==> src/rtl/net_pkg.sv <==
// Shared types and constants for the network stack transmit path.
// Holds the TX arbiter state encoding and RMII timing constants.
package net_pkg;

    typedef enum logic [1:0] {
        IDLE,
        GRANT,
        STREAM,
        GAP
    } tx_arb_state_t;

    // 96 bit-times at 2 bits/clk, plus 4 clocks to drain the final byte
    localparam int IFG_CYCLES_RMII = 52;
    localparam int MAX_REQ         = 8;

endpackage

==> src/rtl/rr_pick.sv <==
// Purpose: combinational round-robin picker, first set req bit after rr_ptr with wrap.
// Latency: zero cycles, pure combinational.
// Backpressure: none; the caller decides when to consume idx/any.
module rr_pick
    import net_pkg::*;
#(
    parameter int NUM_REQ = 2
) (
    input  logic [NUM_REQ-1:0]                                 req,
    input  logic [((NUM_REQ > 1) ? $clog2(NUM_REQ) : 1)-1:0]   rr_ptr,
    output logic [((NUM_REQ > 1) ? $clog2(NUM_REQ) : 1)-1:0]   idx,
    output logic                                               any
);

    localparam int IW = (NUM_REQ > 1) ? $clog2(NUM_REQ) : 1;

    if (NUM_REQ < 2 || NUM_REQ > MAX_REQ) begin : g_bad_num_req
        $error("rr_pick: NUM_REQ out of range");
    end

    logic [IW-1:0] cand;

    // Walk from farthest to nearest so the nearest candidate after rr_ptr wins.
    always_comb begin
        idx  = '0;
        cand = '0;
        any  = |req;
        for (int k = NUM_REQ; k >= 1; k--) begin
            if (rr_ptr >= IW'(NUM_REQ - k)) begin
                cand = rr_ptr - IW'(NUM_REQ - k);
            end else begin
                cand = rr_ptr + IW'(k);
            end
            if (req[cand]) begin
                idx = cand;
            end
        end
    end

endmodule

==> src/rtl/eth_tx_arbiter.sv <==
// Purpose: round-robin share of the RMII TX serializer, one whole frame per grant, then inter-frame gap.
// Latency: one GRANT cycle before data; bytes pass combinationally in STREAM; IFG_CYCLES idle after last byte.
// Backpressure: axior mirrored to the granted source's axiir; stalled or withdrawn sources are aborted.
module eth_tx_arbiter
    import net_pkg::*;
#(
    parameter int NUM_REQ       = 2,
    parameter int IFG_CYCLES    = IFG_CYCLES_RMII,
    parameter int STALL_TIMEOUT = 64
) (
    input  logic                   clk,
    input  logic                   rst,
    input  logic [NUM_REQ-1:0]     req,
    input  logic [8*NUM_REQ-1:0]   axiid,
    input  logic [NUM_REQ-1:0]     axiiv,
    input  logic [NUM_REQ-1:0]     axiil,
    output logic [NUM_REQ-1:0]     axiir,
    output logic [NUM_REQ-1:0]     grant,
    output logic [7:0]             axiod,
    output logic                   axiov,
    output logic                   axiol,
    input  logic                   axior,
    output logic                   tx_abort,
    output logic                   busy
);

    localparam int IW      = (NUM_REQ > 1) ? $clog2(NUM_REQ) : 1;
    localparam int CNT_MAX = (IFG_CYCLES > STALL_TIMEOUT) ? IFG_CYCLES : STALL_TIMEOUT;
    localparam int CW      = $clog2(CNT_MAX + 1);
    localparam logic [CW-1:0] GAP_LOAD   = CW'(IFG_CYCLES - 1);
    localparam logic [CW-1:0] STALL_LAST = CW'(STALL_TIMEOUT - 1);

    tx_arb_state_t state, state_nxt;
    logic [IW-1:0] sel, sel_nxt;
    logic [IW-1:0] rr_ptr, rr_ptr_nxt;
    logic [CW-1:0] gap_cnt, gap_cnt_nxt;
    logic [CW-1:0] stall_cnt, stall_cnt_nxt;
    logic [IW-1:0] pick_idx;
    logic          pick_any;
    logic [7:0]    sel_dat;

    rr_pick #(.NUM_REQ(NUM_REQ)) u_rr_pick (
        .req    (req),
        .rr_ptr (rr_ptr),
        .idx    (pick_idx),
        .any    (pick_any)
    );

    assign sel_dat = axiid[{sel, 3'b000} +: 8];

    always_ff @(posedge clk) begin
        if (rst) begin
            state     <= IDLE;
            sel       <= '0;
            rr_ptr    <= IW'(NUM_REQ - 1);
            gap_cnt   <= '0;
            stall_cnt <= '0;
        end else begin
            state     <= state_nxt;
            sel       <= sel_nxt;
            rr_ptr    <= rr_ptr_nxt;
            gap_cnt   <= gap_cnt_nxt;
            stall_cnt <= stall_cnt_nxt;
        end
    end

    always_comb begin
        state_nxt     = state;
        sel_nxt       = sel;
        rr_ptr_nxt    = rr_ptr;
        gap_cnt_nxt   = gap_cnt;
        stall_cnt_nxt = stall_cnt;
        grant         = '0;
        axiir         = '0;
        axiod         = '0;
        axiov         = 1'b0;
        axiol         = 1'b0;
        tx_abort      = 1'b0;
        busy          = (state != IDLE);

        case (state)
            IDLE: begin
                if (pick_any) begin
                    sel_nxt    = pick_idx;
                    rr_ptr_nxt = pick_idx;
                    state_nxt  = GRANT;
                end
            end
            GRANT: begin
                grant[sel]    = 1'b1;
                stall_cnt_nxt = '0;
                state_nxt     = STREAM;
            end
            STREAM: begin
                grant[sel] = 1'b1;
                if (!req[sel]) begin
                    // Withdrawn mid-frame: suppress this cycle's byte and drop the frame.
                    tx_abort    = 1'b1;
                    gap_cnt_nxt = GAP_LOAD;
                    state_nxt   = GAP;
                end else begin
                    axiov      = axiiv[sel];
                    axiol      = axiil[sel];
                    axiod      = sel_dat;
                    axiir[sel] = axior;
                    if (axiiv[sel] && axior) begin
                        stall_cnt_nxt = '0;
                        if (axiil[sel]) begin
                            gap_cnt_nxt = GAP_LOAD;
                            state_nxt   = GAP;
                        end
                    end else if (!axiiv[sel]) begin
                        if (stall_cnt == STALL_LAST) begin
                            tx_abort    = 1'b1;
                            gap_cnt_nxt = GAP_LOAD;
                            state_nxt   = GAP;
                        end else begin
                            stall_cnt_nxt = stall_cnt + 1'b1;
                        end
                    end
                end
            end
            GAP: begin
                if (gap_cnt == '0) begin
                    state_nxt = IDLE;
                end else begin
                    gap_cnt_nxt = gap_cnt - 1'b1;
                end
            end
            default: state_nxt = IDLE;
        endcase
    end

endmodule

==> config.mk <==
export PLATFORM = sky130hd
export DESIGN_NAME = eth_tx_arbiter
export DESIGN_NICKNAME = d
export VERILOG_FILES = /design/src/rtl/net_pkg.sv /design/src/rtl/rr_pick.sv /design/src/rtl/eth_tx_arbiter.sv
export SDC_FILE = /design/constraint.sdc
export NUM_CORES = 1
export LEC_CHECK = 0
export CORE_UTILIZATION = 46
export DETAILED_ROUTE_END_ITERATION = 7
export PLACE_DENSITY = 0.81
export SYNTH_ARGS = -nofsm -noshare
export SYNTH_HDL_FRONTEND = slang
export SYNTH_SLANG_ARGS = --single-unit
export TNS_END_PERCENT = 30
==> constraint.sdc <==
create_clock -name clk -period 2.08 [get_ports clk]
set_input_delay 0.312 -clock clk [delete_from_list [all_inputs] [get_ports clk]]
set_output_delay 0.312 -clock clk [all_outputs]
set_load 0.02 [all_outputs]
==> impl_results.html <==
<table>
<tr><th>Metric</th><th>Value</th></tr>
<tr><th colspan="2">Drt</th></tr>
<tr><td>Routed vias</td><td>1392</td></tr>
<tr><td>Post-detailed-route count of antenna-violating nets</td><td>0</td></tr>
<tr><td>Iteration-0 DRC count of the detailed router</td><td>30</td></tr>
<tr><td>WL/cell</td><td>15.2 µm</td></tr>
<tr><td>Total wirelength of the detailed-routed design</td><td>3660 µm</td></tr>
<tr><td>Post-detailed-route via-to-cell ratio</td><td>5.78</td></tr>
<tr><td>First-pass iteration count of the detailed router</td><td>4</td></tr>
<tr><td>Drt drc</td><td>0</td></tr>
<tr><th colspan="2">Pwr</th></tr>
<tr><td>Power Dens Cells</td><td>913 mW/mm²</td></tr>
<tr><td>Sum of internal, switching and leakage power</td><td>1690 µW</td></tr>
<tr><td>Worst vdd rail ir drop</td><td>0.944 mV</td></tr>
<tr><td>Static Leakage</td><td>0.000780 µW</td></tr>
<tr><th colspan="2">Global route</th></tr>
<tr><td>Vias in the first global route</td><td>1388</td></tr>
<tr><td>GR Overflow Total</td><td>0</td></tr>
<tr><td>Number of antenna violations at the first check in global routing</td><td>0</td></tr>
<tr><td>Combined global-route utilization of all metal layers</td><td>27.4%</td></tr>
<tr><td>Maximum number of pins on one net before global-route repair</td><td>15</td></tr>
<tr><td>First-pass GRT wire length</td><td>5890 µm</td></tr>
<tr><th colspan="2">STA</th></tr>
<tr><td>Period Utilization, post-route</td><td>96.6%</td></tr>
<tr><td>Tightest slew margin relative to the limit</td><td>74.3%</td></tr>
<tr><td>Worst setup skew after layout</td><td>3.50 ps</td></tr>
<tr><td>Final hold violations</td><td>0</td></tr>
<tr><td>Final setup fails</td><td>0</td></tr>
<tr><td>Max Transition Viols Final</td><td>0</td></tr>
<tr><td>Transition time at the pin with the least slew margin</td><td>386 ps</td></tr>
<tr><td>RSZ-0062 raised after global routing</td><td>false</td></tr>
<tr><td>Max Fclk</td><td>498 MHz</td></tr>
<tr><td>Crit path time final</td><td>2010 ps</td></tr>
<tr><th colspan="2">Yosys</th></tr>
<tr><td>Number of distinct library cell variants in the gate-level netlist after synthesis</td><td>48</td></tr>
<tr><td>Post-Synthesis Cell Area</td><td>0.00127 mm²</td></tr>
<tr><td>Number of nets produced by synthesis</td><td>184</td></tr>
<tr><td>YS warnings</td><td>0</td></tr>
<tr><td>Ranking of synthesized cells by area</td><td>dfxtp_1, mux2i_1, ha_1, a21oi_1, nor2_1</td></tr>
<tr><td>Async set or reset register ratio after synthesis</td><td>0%</td></tr>
<tr><td>Yosys top cell area share</td><td>28.4%</td></tr>
<tr><td>Part of the Yosys area used for sequential elements</td><td>28.4%</td></tr>
<tr><td>Average cell area after synthesis</td><td>8.28 µm²</td></tr>
<tr><td>Post-Synthesis Cells</td><td>153</td></tr>
<tr><td>Yosys top cell by area</td><td>dfxtp_1</td></tr>
<tr><td>Dominant synthesized flop cell</td><td>dfxtp_1</td></tr>
<tr><td>Flop and latch count out of synthesis</td><td>18</td></tr>
<tr><td>Number of enable flip-flop cells after synthesis</td><td>0</td></tr>
<tr><th colspan="2">Worst setup path</th></tr>
<tr><td>Beginning of the worst register-to-register path</td><td>stall_cnt[0]$_SDFFE_PP0P_</td></tr>
<tr><td>Most numerous cell on the critical path</td><td>inv_1</td></tr>
<tr><td>Startpoint type of the worst setup path</td><td>register</td></tr>
<tr><td>Worst R2R End</td><td>gap_cnt[2]$_SDFFE_PP0P_</td></tr>
<tr><td>Start-to-end type of the worst setup path</td><td>register to output pin</td></tr>
<tr><td>Endpoint arrival time on the critical path</td><td>1700 ps</td></tr>
<tr><td>Crit. End Element</td><td>output pin</td></tr>
<tr><td>Beginning of the critical path</td><td>state[1]$_SDFFE_PP0P_</td></tr>
<tr><td>Cells along the critical path</td><td>inv_1 &gt; ha_1 &gt; inv_1 &gt; clkdlybuf4s50_1</td></tr>
<tr><td>Flop-to-flop setup slack</td><td>130 ps</td></tr>
<tr><td>Required time of the critical path</td><td>1770 ps</td></tr>
<tr><td>Setup crit end</td><td>busy</td></tr>
<tr><td>Max Fanout on Critical Path</td><td>5</td></tr>
<tr><td>Slowest cell on the critical path</td><td>clkdlybuf4s50_1</td></tr>
<tr><td>Largest incremental delay on the critical path</td><td>600 ps</td></tr>
<tr><td>Worst r2r path cells</td><td>6</td></tr>
<tr><th colspan="2">CTS</th></tr>
<tr><td>TritonCTS Sinks</td><td>18</td></tr>
<tr><td>Number of buffers created by CTS</td><td>3</td></tr>
<tr><td>Htree depth</td><td>1</td></tr>
<tr><td>Clock root buffer master</td><td>clkbuf_4</td></tr>
<tr><td>Clock transition at path regs</td><td>90 ps</td></tr>
<tr><td>Number of buffers on the longest clock path</td><td>2</td></tr>
<tr><td>TritonCTS clock tree</td><td>built</td></tr>
<tr><td>Worst-Skew Late Latency</td><td>290 ps</td></tr>
<tr><th colspan="2">Final layout</th></tr>
<tr><td>Ant. Diodes</td><td>0</td></tr>
<tr><td>Non-Filler Cell Area, Final</td><td>0.00185 mm²</td></tr>
<tr><td>Layout overhead on the synthesized area</td><td>45.6%</td></tr>
<tr><td>Combined flip-flop and latch cell area</td><td>362 µm²</td></tr>
<tr><td>Number of nets in the final layout</td><td>244</td></tr>
<tr><td>Share of cells above drive strength 1</td><td>18.0%</td></tr>
<tr><td>Fill cell count</td><td>205</td></tr>
<tr><td>Footprint of the multi-input gates</td><td>861 µm²</td></tr>
<tr><th colspan="2">Placement</th></tr>
<tr><td>Gpl congestion</td><td>0.909</td></tr>
<tr><td>Count of input and output buffers</td><td>40</td></tr>
<tr><td>Final HPWL from detailed placement</td><td>2900 µm</td></tr>
<tr><td>Post-detailed-placement cell area</td><td>0.00183 mm²</td></tr>
<tr><th colspan="2">Floorplanning</th></tr>
<tr><td>Top-Level Pins</td><td>41</td></tr>
<tr><td>Die ar.</td><td>0.00297 mm²</td></tr>
<tr><td>Chip height</td><td>54.5 µm</td></tr>
<tr><td>Effective utilization at floorplan</td><td>49.8%</td></tr>
<tr><td>Area of the core</td><td>0.00254 mm²</td></tr>
<tr><td>Die Span X</td><td>54.5 µm</td></tr>
<tr><td>Number of rows in the core area</td><td>18</td></tr>
<tr><th colspan="2">Hold path</th></tr>
<tr><td>Instance count along the most critical hold path</td><td>1</td></tr>
<tr><td>Worst hold-check path type</td><td>register to register</td></tr>
<tr><th colspan="2">Run</th></tr>
<tr><td>Max Cap Violations</td><td>0</td></tr>
<tr><th colspan="2">Status</th></tr>
<tr><td>Status</td><td>complete, no violations</td></tr>
</table>
-- cells by family (layout without fill, tap and decap cells) --
family	Yosys count	in the layout	synth area share, %
compound gates	37	37	23.2
fa+ha+maj	6	6	5.92
buf+inv	14	72	4.44
flops	18	18	28.4
mux	11	11	9.18
simple gates	67	67	28.8
-- metal layers --
layer / track usage (%) / up-vias / share of wire [%]
li1: - / 687 / -
met1: 28.1 / 668 / 41
met2: 52.2 / 29 / 54
met3: 6.94 / 8 / 3.7
met4: 10.7 / 0 / 1.7
met5: 0 / - / 0
-- flip-flops by register name, summed over array words and instances, names as in the netlist --
signal / flops
gap_cnt: 7
stall_cnt: 7
state: 2
rr_ptr: 1
sel: 1
-- power by group --
group / switching (µW) / internal (µW)
sequential: 64.2 / 408
clock: 102 / 67.3
combinational: 558 / 486
total: 724 / 961
-- worst min-delay path by stage --
stage / startpoint / end
after global placement: gap_cnt[6]$_SDFFE_PP0P_ / gap_cnt[6]$_SDFFE_PP0P_
after detailed placement: gap_cnt[6]$_SDFFE_PP0P_ / gap_cnt[6]$_SDFFE_PP0P_
final: gap_cnt[6]$_SDFFE_PP0P_ / gap_cnt[6]$_SDFFE_PP0P_
after CTS: gap_cnt[6]$_SDFFE_PP0P_ / gap_cnt[6]$_SDFFE_PP0P_
after floorplan: gap_cnt[6]$_SDFFE_PP0P_ / gap_cnt[6]$_SDFFE_PP0P_
after global routing: gap_cnt[6]$_SDFFE_PP0P_ / gap_cnt[6]$_SDFFE_PP0P_
-- cell type report --
type,instances,share of cell area [%]
Clock buffer,3,1.22
Inverter,10,2.03
Multi-Input combinational cell,121,46.6
Sequential cell,18,19.6
Tap cell,30,2.03
Timing Repair Buffer,59,28.5
-- critical path: cells and delay by family, from the launching register on --
family                     cells  cell delay, ps
adders and majority gates      1             260
buffers and inverters          3             780
DFF                            1             380
-- through the flow --
step	TNS (ps)	utilization [%]	hold WS (ps)	std cells	worst slack [ps]
2_1_floorplan	0	-	427	153	195
6_report	0	72.5	446	241	71.3
4_1_cts	0	72.2	448	241	61.6
3_5_place_dp	-4090	71.9	440	238	-317
3_3_place_gp	-2900	71.9	435	238	-267
5_1_grt	0	72.5	461	241	2.21
-- layout by cell type (no fill, tap or decap), types with 2 or more instances in the layout --
master | synthesis | routed
inv_1 | 10 | 10
dlygate4sd2_1 | 0 | 13
clkbuf_4 | 0 | 3
a21o_1 | 3 | 3
mux2i_1 | 9 | 9
o32ai_1 | 2 | 2
nand4_1 | 2 | 2
nor2b_1 | 2 | 2
nand2_1 | 13 | 12
nor2_1 | 17 | 17
nor4b_1 | 3 | 3
dfxtp_1 | 18 | 17
a31o_1 | 2 | 2
a311oi_1 | 2 | 2
nand3_1 | 2 | 2
a21oi_1 | 14 | 14
buf_4 | 1 | 20
and2_1 | 2 | 2
ha_1 | 6 | 5
nor3_1 | 9 | 9
nand2b_1 | 3 | 3
nor4_1 | 3 | 3
clkdlybuf4s50_1 | 0 | 25
a211o_1 | 2 | 2
-- timing repair --
action | 4_1_cts | 5_1_grt
pin swaps | 0 | 1
setup endpoints to repair | 18 | 14
buffers inserted | 0 | 0
hold buffers | 0 | 0
resized for setup | 23 | 3
-- Yosys cell counts (2+ instances only) --
cell type / instances
o32ai_1: 2
nor4_1: 3
nor4b_1: 3
nand2b_1: 3
nand3_1: 2
a21o_1: 3
a211o_1: 2
nand2_1: 13
a311oi_1: 2
inv_1: 10
ha_1: 6
nor3_1: 9
clkbuf_1: 2
nor2_1: 17
nor2b_1: 2
a21oi_1: 14
and2_1: 2
mux2i_1: 9
dfxtp_1: 18
nand4_1: 2
a31o_1: 2
Note: power is estimated with default switching activity, not from simulation.
